$ cat src/rtl/button_conditioner_if.sv
// Event bundle between the raw push-buttons and the control unit.
// The release pulse is carried on 'rel' because 'release' is a reserved word.
interface button_conditioner_if #(
    parameter int N_BTN = 4
);
    logic [N_BTN-1:0] KEY;
    logic [N_BTN-1:0] level;
    logic [N_BTN-1:0] press;
    logic [N_BTN-1:0] rel;
    logic [N_BTN-1:0] step;

    modport master (
        output KEY,
        input  level,
        input  press,
        input  rel,
        input  step
    );

    modport slave (
        input  KEY,
        output level,
        output press,
        output rel,
        output step
    );
endinterface

$ cat src/rtl/button_conditioner.sv
// Per-button conditioner: polarity fix, 2-FF synchronizer, debounce counter,
// then press/release edge pulses and an auto-repeating step pulse.
module button_conditioner #(
    parameter int N_BTN           = 4,
    parameter bit ACTIVE_LOW      = 1'b1,
    parameter int DEBOUNCE_CYCLES = 1000000,
    parameter int REPEAT_DELAY    = 25000000,
    parameter int REPEAT_RATE     = 5000000
) (
    input  logic                 CLOCK_50,
    input  logic                 RESET,
    button_conditioner_if.slave  btn
);

    localparam int DW       = $clog2(DEBOUNCE_CYCLES + 1);
    localparam int HOLD_MAX = (REPEAT_DELAY > REPEAT_RATE) ? REPEAT_DELAY : REPEAT_RATE;
    localparam int HW       = (HOLD_MAX < 1) ? 1 : $clog2(HOLD_MAX + 1);

    localparam logic [DW-1:0] DEB_LAST  = DW'(DEBOUNCE_CYCLES - 1);
    localparam logic [HW-1:0] DLY_V     = HW'(REPEAT_DELAY);
    localparam logic [HW-1:0] RATE_V    = HW'(REPEAT_RATE);
    localparam bit            REPEAT_EN = (REPEAT_DELAY > 0);

    typedef enum logic [1:0] {
        ST_IDLE   = 2'd0,
        ST_DELAY  = 2'd1,
        ST_REPEAT = 2'd2
    } rep_state_t;

    function automatic logic [DW-1:0] deb_inc(input logic [DW-1:0] v);
        return (v == {DW{1'b1}}) ? v : v + 1'b1;
    endfunction

    function automatic logic [HW-1:0] hold_inc(input logic [HW-1:0] v);
        return (v == {HW{1'b1}}) ? v : v + 1'b1;
    endfunction

    logic [N_BTN-1:0] raw_n;
    logic [N_BTN-1:0] level_v;
    logic [N_BTN-1:0] press_v;
    logic [N_BTN-1:0] rel_v;
    logic [N_BTN-1:0] step_v;

    // 1 = pressed from here on, whatever the board wiring
    assign raw_n = ACTIVE_LOW ? ~btn.KEY : btn.KEY;

    for (genvar i = 0; i < N_BTN; i++) begin : g_ch
        logic            meta_p0;
        logic            sync_p1;
        logic            lvl_p2;
        logic            press_p2;
        logic            rel_p2;
        logic            step_p2;
        logic [DW-1:0]   dcnt_p2;
        logic [DW-1:0]   dcnt_nxt;
        logic [HW-1:0]   hcnt_p2;
        logic [HW-1:0]   hcnt_nxt;
        logic [HW-1:0]   hinc;
        rep_state_t      st_p2;
        rep_state_t      st_nxt;
        logic            flip;
        logic            rise;
        logic            fall;
        logic            rpt;

        // stage p0/p1: synchronizer, resets to the released value
        always_ff @(posedge CLOCK_50 or posedge RESET) begin
            if (RESET) begin
                meta_p0 <= 1'b0;
                sync_p1 <= 1'b0;
            end else begin
                meta_p0 <= raw_n[i];
                sync_p1 <= meta_p0;
            end
        end

        // Level flips on the DEBOUNCE_CYCLES-th consecutive disagreeing edge
        always_comb begin
            flip     = (sync_p1 != lvl_p2) && (dcnt_p2 == DEB_LAST);
            rise     = flip && sync_p1;
            fall     = flip && !sync_p1;
            dcnt_nxt = '0;
            if ((sync_p1 != lvl_p2) && !flip) begin
                dcnt_nxt = deb_inc(dcnt_p2);
            end
        end

        always_comb begin
            st_nxt   = st_p2;
            hcnt_nxt = hcnt_p2;
            rpt      = 1'b0;
            hinc     = hold_inc(hcnt_p2);
            if (rise) begin
                st_nxt   = REPEAT_EN ? ST_DELAY : ST_IDLE;
                hcnt_nxt = '0;
            end else if (fall || !lvl_p2) begin
                // a falling level kills any repeat that would land on this edge
                st_nxt   = ST_IDLE;
                hcnt_nxt = '0;
            end else begin
                case (st_p2)
                    ST_DELAY: begin
                        if (hinc == DLY_V) begin
                            rpt      = 1'b1;
                            hcnt_nxt = '0;
                            st_nxt   = ST_REPEAT;
                        end else begin
                            hcnt_nxt = hinc;
                        end
                    end
                    ST_REPEAT: begin
                        if (hinc == RATE_V) begin
                            rpt      = 1'b1;
                            hcnt_nxt = '0;
                        end else begin
                            hcnt_nxt = hinc;
                        end
                    end
                    default: begin
                        st_nxt   = ST_IDLE;
                        hcnt_nxt = '0;
                    end
                endcase
            end
        end

        // stage p2: debounced level, counters, repeat state and registered pulses
        always_ff @(posedge CLOCK_50 or posedge RESET) begin
            if (RESET) begin
                lvl_p2   <= 1'b0;
                dcnt_p2  <= '0;
                hcnt_p2  <= '0;
                st_p2    <= ST_IDLE;
                press_p2 <= 1'b0;
                rel_p2   <= 1'b0;
                step_p2  <= 1'b0;
            end else begin
                lvl_p2   <= flip ? sync_p1 : lvl_p2;
                dcnt_p2  <= dcnt_nxt;
                hcnt_p2  <= hcnt_nxt;
                st_p2    <= st_nxt;
                press_p2 <= rise;
                rel_p2   <= fall;
                step_p2  <= rise || rpt;
            end
        end

        assign level_v[i] = lvl_p2;
        assign press_v[i] = press_p2;
        assign rel_v[i]   = rel_p2;
        assign step_v[i]  = step_p2;
    end

    assign btn.level = level_v;
    assign btn.press = press_v;
    assign btn.rel   = rel_v;
    assign btn.step  = step_v;

endmodule

$ cat src/flat_wrapper.sv
// flat-port wrapper written by rule: the top's interface ports become plain ports
module button_conditioner_flat 
#(
    parameter int N_BTN           = 4,
    parameter bit ACTIVE_LOW      = 1'b1,
    parameter int DEBOUNCE_CYCLES = 1000000,
    parameter int REPEAT_DELAY    = 25000000,
    parameter int REPEAT_RATE     = 5000000
)
  (CLOCK_50, RESET, btn_KEY, btn_level, btn_press, btn_rel, btn_step);
  button_conditioner_if #(.N_BTN(N_BTN)) btn_i ();
  input  logic CLOCK_50;
  input  logic RESET;
  input wire logic [$bits(btn_i.KEY)-1:0] btn_KEY;
  output wire logic [$bits(btn_i.level)-1:0] btn_level;
  output wire logic [$bits(btn_i.press)-1:0] btn_press;
  output wire logic [$bits(btn_i.rel)-1:0] btn_rel;
  output wire logic [$bits(btn_i.step)-1:0] btn_step;
  assign btn_i.KEY = btn_KEY;
  assign btn_level = btn_i.level;
  assign btn_press = btn_i.press;
  assign btn_rel = btn_i.rel;
  assign btn_step = btn_i.step;
  button_conditioner #(.N_BTN(N_BTN), .ACTIVE_LOW(ACTIVE_LOW), .DEBOUNCE_CYCLES(DEBOUNCE_CYCLES), .REPEAT_DELAY(REPEAT_DELAY), .REPEAT_RATE(REPEAT_RATE)) u_core (.CLOCK_50(CLOCK_50), .RESET(RESET), .btn(btn_i));
endmodule
$ cat config.mk
export PLATFORM = sky130hd
export DESIGN_NAME = button_conditioner_flat
export DESIGN_NICKNAME = d
export VERILOG_FILES = /design/src/rtl/button_conditioner_if.sv /design/src/rtl/button_conditioner.sv /design/src/flat_wrapper.sv
export SDC_FILE = /design/constraint.sdc
export NUM_CORES = 1
export LEC_CHECK = 0
export CORE_MARGIN = 2
export CORE_UTILIZATION = 55
export DETAILED_ROUTE_END_ITERATION = 7
export HOLD_SLACK_MARGIN = 0.02
export PLACE_DENSITY_LB_ADDON = 0.12
export SLEW_MARGIN = 40
export SYNTH_ARGS = -nofsm -noshare
export SYNTH_HDL_FRONTEND = slang
export SYNTH_SLANG_ARGS = --single-unit
$ cat constraint.sdc
create_clock -name CLOCK_50 -period 19.6 [get_ports CLOCK_50]
set_input_delay 3.92 -clock CLOCK_50 [delete_from_list [all_inputs] [get_ports CLOCK_50]]
set_output_delay 3.92 -clock CLOCK_50 [all_outputs]
set_load 0.05 [all_outputs]
# Word-level counts from Yosys, hierarchy flattened
# Index checks and enable logic that the tools add are counted.
word_totals:
  reg_bits: 212
  input_bits: 6
  word_cells: 197
classes:
  addsub: 8
  eq_ne: 44
  mux: 68
  bitwise_logic: 1
  reduce_logical: 40
op_table:
  columns: ["op", "count"]
  rows:
  - ["25-bit two-way mux", 20]
  - ["25-bit == test (second input constant)", 8]
  - ["25-bit one-hot mux with 2 select lines", 4]
  - ["20-bit == test (second input constant)", 8]
  - ["20-bit two-way mux", 8]
  - ["25-bit by 1-bit adder with 25-bit output (second input constant)", 4]
  - ["25-bit by 23-bit == test with 1-bit output (second input constant)", 4]
  - ["20-bit by 1-bit adder with 20-bit output (second input constant)", 4]
  - ["2-bit two-way mux", 12]
  - ["1-bit logical AND", 16]
  - ["1-bit two-way mux", 16]
  - ["4-bit by 1-bit inequality test with 1-bit output (second input constant)", 4]
  - ["2-bit one-hot mux with 2 select lines", 4]
  - ["1-bit zero test", 12]
  - ["3-bit by 1-bit inequality test with 1-bit output (second input constant)", 4]
  - ["2-bit by 1-bit == test with 1-bit output (second input constant)", 4]
  - ["2-bit == test (second input constant)", 4]
  - ["1-bit logical OR", 8]
  - ["2-bit inequality test (second input constant)", 4]
  - ["1-bit one-hot mux with 2 select lines", 4]
  - ["2-bit AND reduction", 4]
  - ["1-bit inequality test", 4]
  - ["4-bit inverter", 1]

# Logic depth before layout (Yosys ltp)
# Gate-level depths: netlist of the first run.
depth:
  word_depth: 8
  depth_mapped: 11

# Worst setup path after synthesis of the first run
# OpenSTA, ideal clock, no wires.
synth_timing:
  kind: "reg2out"
  start: "register u_core.g_ch[2].lvl_p2"
  end: "output port btn_level[2]"
  t_arrival_ps: 593
  required_ps: 15680
  setup_slack_ps: 15087
  stages_incl_launch_ff: 2
  path_buffers: 1
  path_cell_list: "dfrtp_1 buf_4"
synth_lines:
  columns: ["item", "line_no", "rtl"]
  rows:
  - ["from (decl)", "button_conditioner.sv:50", "logic lvl_p2;"]
  - ["from (signal assigned)", "button_conditioner.sv:138", "lvl_p2 <= flip ? sync_p1 : lvl_p2;"]
  - ["to (decl)", "flat_wrapper.sv:15", "output wire logic [$bits(btn_i.level)-1:0] btn_level;"]
# No word-level cell between the ends.

# Final worst setup path of the first run
layout_timing:
  start: "register u_core.g_ch[1].lvl_p2"
  end: "output port btn_level[1]"
layout_lines:
  columns: ["item", "line_no"]
  rows:
  - ["from (decl)", "button_conditioner.sv:50"]
  - ["from (signal assigned)", "button_conditioner.sv:138"]
# No word-level cell between the ends.

==> summary.txt, run 1 <==
Yosys
  • Post-synthesis adder-cell area fraction: 1.532%
  • Synthesis Warnings: 0
  • Unique masters post-synth: 86
  • Count leader, synth: dfrtp_1
  • Ys async rst share: 100.0%
  • Largest cells by area after synthesis: dfrtp_1, xor2_1, nor2_1, nand3_1, nand2_1
  • Simple-gate area share of the yosys netlist: 30.53%
  • Commonest cells in the synthesized netlist: dfrtp_1, nor2_1, nand2_1
  • Synth Area in XOR/XNOR: 9.382%
  • Post-synth EDFFs: 0
  • Synth Area per Inst: 8.748 um2
  • Largest family of logic cells by synthesized area: simple AND/OR/NAND/NOR gates
  • Fraction of the mapped netlist area in compound gates: 11.95%
  • Dominant cell type by area after synthesis: dfrtp_1
  • Gate Count Post-Synth: 1494
  • Yosys top cell area share: 40.59%
  • Main synth FF type: dfrtp_1
  • Synth Cell Area: 0.01307 mm2
  • Syn nets: 1516
  • Multiplexer share of the synthesized area: 1.331%
  • Seq/Total Area, Yosys: 40.59%
  • Yosys reg bits: 212

Pwr
  • Power per cell area: 63.47 mW/mm2
  • Maximum vdd drop: 0.00006974 V
  • LEAKAGE: 5.523 nW

Drt
  • DRC viols: 0
  • Total wire length: 29410 um
  • Post-route ant nets: 0
  • Via count: 10960
  • First-pass iteration count of the detailed router: 5
  • Detailed Route Iter0 Violations: 668
  • Vias/cell: 6.106
  • WL/cell: 16.39 um

Floorplan
  • # IOs: 22
  • Die W: 158.1 um
  • Num rows: 56
  • Die footprint: 0.02501 mm2
  • Starting Density: 55.84%
  • Core area: 0.02340 mm2
  • DIE HEIGHT: 158.1 um

Clock network
  • Clock Sink Count: 212
  • Post-CTS setup buffer count: 0
  • Root Driver: clkbuf_16
  • TritonCTS clock tree: done
  • H-tree Lvls: 1
  • CTS Buf Count: 25
  • Worst skew pair latency: 0.53 ns
  • CTS-repair resized insts: 0
  • CTS max path bufs: 3
  • Worst-path clk slew: 0.06 ns
  • Hold buffer count at CTS: 0

Critical path
  • CP Max Fanout: 5
  • CP startpoint kind: flop
  • Kind of cell adding the most delay to the critical path: buffers and inverters
  • Reg2reg path depth: 9
  • Buf/Inv on CP: 1
  • Arrival @ worst endpoint: 1.80 ns
  • Slowest stage cell on the critical path: clkdlybuf4s50_1
  • CP cell instances: clkdlybuf4s50_1
  • R2r startpoint: u_core.g_ch[1].hcnt_p2[0]
  • Max incr delay on CP: 0.87 ns
  • R2R Path End: u_core.g_ch[1].hcnt_p2[20]
  • Required @ worst endpoint: 15.68 ns
  • Setup crit end kind: primary output
  • Crit Path Class: reg -> out
  • Reg2Reg Setup Slack: 15.56 ns

STA
  • Final Hold Vio Count: 0
  • Fin. max-slew vios: 0
  • Final Setup Violations: 0
  • Tcrit/Tclk final: 29.20%
  • Max Fclk: 174.7 MHz
  • Period minus WS final: 5.724 ns
  • Setup_tns: 0 ns
  • Rel. slew slack: 38.99%
  • RSZ-0062 raised after global routing: false
  • Clk_skew: 0.01839 ns
  • Hold Worst Slack: 0.3481 ns
  • Worst slew pin tran: 0.9037 ns

Final layout
  • Filler cells: 2108
  • Antenna Cells: 0
  • Share of cells above drive strength 1: 6.305%
  • Fin nets: 1482
  • Layout Utilization: 60.20%
  • Layout Area Growth over Synthesis: 7.803%

Global route
  • Overflow left after global routing: 0
  • Largest net degree at the start of global routing: 138
  • Vias in the first global route: 10210
  • All-Layer GR Usage: 24.10%
  • First-pass GRT wire length: 50160 um
  • Antenna violations before repair: 1

Outcome
  • Status: finished clean

Min path
  • Hold_sp: u_core.g_ch[2].meta_p0
  • Hold Path End: u_core.g_ch[2].sync_p1
  • WHS Path Cells: 0
  • Hold Path Class: reg -> reg

Run
  • Max-cap violations: 0

Placement
  • Routability Congestion: 0.9207
  • Port bufs: 21
  • HPWL after DPL: 19960 um
==> worst max-delay path by stage <==
stage / slack, ns / from / end / cells after the start
after floorplan: 9.89 / RESET / u_core.g_ch[0].dcnt_p2[0] / 1
after CTS: 13.84 / u_core.g_ch[1].lvl_p2 / btn_level[1] / 1
after global routing: 13.79 / u_core.g_ch[1].lvl_p2 / btn_level[1] / 1
after detailed placement: 13.84 / RESET / u_core.g_ch[3].st_p2[1] / 3
after global placement: 13.40 / RESET / u_core.g_ch[0].step_p2 / 3
final: 13.88 / u_core.g_ch[1].lvl_p2 / btn_level[1] / 1
==> layout by cell type (no fill, tap or decap), drive strengths merged, types with 20 or more instances in the layout <==
cell	count
nand2	137
nor2	167
inv	44
xnor2	54
clkdlybuf4s50	21
nand4	66
a21oi	33
and3	32
nor4	30
dfrtp	212
a211oi	31
nor3	63
o21ai	48
or3	27
and4	20
clkbuf	32
nand3	120
xor2	86
==> logic make-up after synthesis <==
group / count (synthesis)
and+or+nand+nor: 756
buffers and inverters: 135
muxes: 17
adders and majority gates: 16
DFF: 212
AOI/OAI and AO/OA: 218
xor gates and xnor gates: 140
==> stage by stage <==
| step | cell area [um2] | total power, mW | cells | setup WS, ns |
|---|---|---|---|---|
| finish | 14090 | 0.8942 | 1794 | 13.88 |
| global route | 14090 | 0.9259 | 1794 | 13.79 |
| CTS | 14070 | 0.9063 | 1794 | 13.84 |
| detailed placement | 13320 | 0.4705 | 1752 | 13.84 |
| global placement | 13290 | 0.4698 | 1750 | 13.40 |
| floorplan | 13070 | 0.4644 | 1494 | 9.886 |
==> registers in the layout, summed over array words and instances, names as in the netlist <==
name                  flops
u_core.g_ch.dcnt_p2      80
u_core.g_ch.hcnt_p2     100
u_core.g_ch.lvl_p2        4
u_core.g_ch.meta_p0       4
u_core.g_ch.press_p2      4
u_core.g_ch.rel_p2        4
u_core.g_ch.st_p2         8
u_core.g_ch.step_p2       4
u_core.g_ch.sync_p1       4
==> final cells by class <==
type	instances	area, um2	share of cell area (%)
flip-flops and latches	212	5305	37.66
multi-input cells	1147	7178	50.95
well taps	319	399.1	2.833
repair buffers	29	277.8	1.972
inverters	45	181.4	1.288
clock buffers	32	661.9	4.698
clock inverters	10	85.08	0.6039
==> where the power goes <==
part           leakage, nW  internal [mW]  switching, mW
logic                 2.22        0.00423         0.0142
clock network        0.369          0.251          0.182
registers             2.93          0.441        0.00275
total                 5.52          0.696          0.199
==> metal layers <==
metal / global-route usage (%) / routed length, um
met1: 36.26 / 14380
met2: 37.14 / 13160
met3: 2.820 / 1369
met4: 6.006 / 500
met5: 0 / 0
Note: power is estimated with default switching activity, not from simulation.
==> run 2, diff against run 1 <==
- clock period: 19.6 -> 5.8 ns (I/O delays scaled with it)
==> run 2 against run 1 <==
  * Sequential share of layout area fell by 0.63 points
  * Non-clock buffer count grew 4
  * Via count is 0.72% lower
  * Clock power increased to 4.0 times the previous value
  * Global-route usage fell by 0.55 points
  * Sequential cell count is the same
  * Total power grew to 3.7 times the previous value
  * Clock skew shrank 0.0093 ns
==> summary.txt, run 2 (synthesis gave the netlist of run 1 again) <==
Outcome
  • Status: finished clean

Drt
  • First-pass iteration count of the detailed router: 8
  • Detailed Route Iter0 Violations: 850
  • Vias/cell: 6.029
  • Post-route ant nets: 0
  • Total wire length: 29430 um
  • WL/cell: 16.32 um
  • DRC viols: 0
  • Via count: 10880

Placement
  • Routability Congestion: 0.9409
  • Port bufs: 21
  • HPWL after DPL: 20190 um

Final layout
  • Filler cells: 2042
  • Fin nets: 1487
  • Max FFs per register: 100
  • Largest regs: u_core.g_ch.hcnt_p2 (100), u_core.g_ch.dcnt_p2 (80), u_core.g_ch.st_p2 (8)
  • Layout Area Growth over Synthesis: 9.631%
  • Layout Utilization: 61.22%
  • Reg with most FFs: u_core.g_ch.hcnt_p2
  • Share of cells above drive strength 1: 7.138%
  • Commonest non-fill, non-tap cell in the layout: dfrtp_1
  • Most frequent cells in the layout: dfrtp_1, nor2_1, nand2_1, nand3_1, xor2_1
  • Antenna Cells: 0

Critical path
  • Required @ worst endpoint: 6.18 ns
  • Max incr delay on CP: 0.62 ns
  • Reg2Reg Setup Slack: 1.90 ns
  • Kind of cell adding the most delay to the critical path: simple AND/OR/NAND/NOR gates
  • Arrival @ worst endpoint: 4.28 ns
  • CP cell instances: ha_1 > nand4_1 > or3_1 > or4_4 > or3_4 > a221oi_2 > nand4_2 > nor3_4 > o21ai_0
  • CP Max Fanout: 14
  • Crit Path Class: reg -> reg
  • Buf/Inv on CP: 0
  • Setup crit end kind: flop
  • Slowest stage cell on the critical path: or4_4
  • CP startpoint kind: flop

Global route
  • All-Layer GR Usage: 23.55%
  • Overflow left after global routing: 0
  • Largest net degree at the start of global routing: 102
  • First-pass GRT wire length: 48930 um
  • Antenna violations before repair: 1
  • Vias in the first global route: 9899

Floorplan
  • Die footprint: 0.02501 mm2
  • Starting Density: 55.84%
  • Core area: 0.02340 mm2
  • Die W: 158.1 um
  • DIE HEIGHT: 158.1 um
  • Num rows: 56
  • # IOs: 22

Clock network
  • CTS max path bufs: 3
  • Post-CTS setup buffer count: 0
  • Root Driver: clkbuf_16
  • CTS Buf Count: 26
  • H-tree Lvls: 1
  • CTS-repair resized insts: 0
  • Worst skew pair latency: 0.52 ns
  • Clock Sink Count: 212
  • TritonCTS clock tree: done
  • Hold buffer count at CTS: 0
  • Worst-path clk slew: 0.06 ns

Min path
  • Hold Path Class: reg -> reg

STA
  • Hold Worst Slack: 0.3483 ns
  • Fin. max-slew vios: 0
  • Rel. slew slack: 46.74%
  • Tcrit/Tclk final: 67.24%
  • RSZ-0062 raised after global routing: false
  • Setup_tns: 0 ns
  • Period minus WS final: 3.900 ns
  • Final Setup Violations: 0
  • Worst slew pin tran: 0.7989 ns
  • Max Fclk: 256.4 MHz
  • Clk_skew: 0.009100 ns
  • Final Hold Vio Count: 0

Run
  • Max-cap violations: 0

Pwr
  • Power per cell area: 229.5 mW/mm2
  • Final Power: 3.288 mW
  • LEAKAGE: 5.634 nW
  • Maximum vdd drop: 0.0003724 V
## run 2: power by group
group	leakage (nW)	switching, mW	internal [mW]
registers	2.93	0.00886	1.49
logic	2.24	0.0477	0.0170
clock network	0.456	0.633	1.09
total	5.63	0.690	2.60
## run 2: path summary, 6_finish.rpt
path,start,endpoint,cells after the start
worst max register to register,u_core.g_ch[1].hcnt_p2[0],u_core.g_ch[1].hcnt_p2[24],9
worst min register to register,u_core.g_ch[2].meta_p0,u_core.g_ch[2].sync_p1,0
min in group asynchronous,RESET,u_core.g_ch[2].dcnt_p2[19],3
worst max-delay path,u_core.g_ch[1].hcnt_p2[0],u_core.g_ch[1].hcnt_p2[24],9
max in group asynchronous,RESET,u_core.g_ch[3].hcnt_p2[6],4
worst min-delay path,u_core.g_ch[2].meta_p0,u_core.g_ch[2].sync_p1,0
## run 2: routing by layer
layer / GRT usage [%] / vias up / share of wire, %
met5: 0 / - / 0
met4: 6.521 / 0 / 2.3
met3: 3.449 / 56 / 5.1
met2: 36.42 / 291 / 45
met1: 34.60 / 5202 / 48
li1: - / 5327 / -
## run 2: final cells by class
type	instances	area [um2]	share of cell area (%)
multi-input cells	1147	7183	50.14
inverters	45	172.7	1.205
repair buffers	33	336.6	2.349
clock buffers	36	759.5	5.301
well taps	319	399.1	2.786
flip-flops and latches	212	5305	37.03
clock inverters	12	171.4	1.196
## run 2: metrics by stage
| stage | std cells | setup slack, ns | cell area (um2) |
|---|---|---|---|
| finish | 1804 | 1.900 | 14330 |
| floorplan | 1494 | 1.884 | 13070 |
| CTS | 1804 | 1.950 | 14300 |
| detailed placement | 1756 | 1.938 | 13370 |
| global route | 1804 | 1.410 | 14330 |
| global placement | 1753 | 1.928 | 13320 |
## run 2: worst reg2reg max path, delay by kind of cell, from the launching register on
| family | cells | cell delay [ns] |
|---|---|---|
| simple gates | 6 | 2.54 |
| compound gates | 2 | 0.48 |
| flops | 1 | 0.43 |
| fa+ha+maj | 1 | 0.31 |
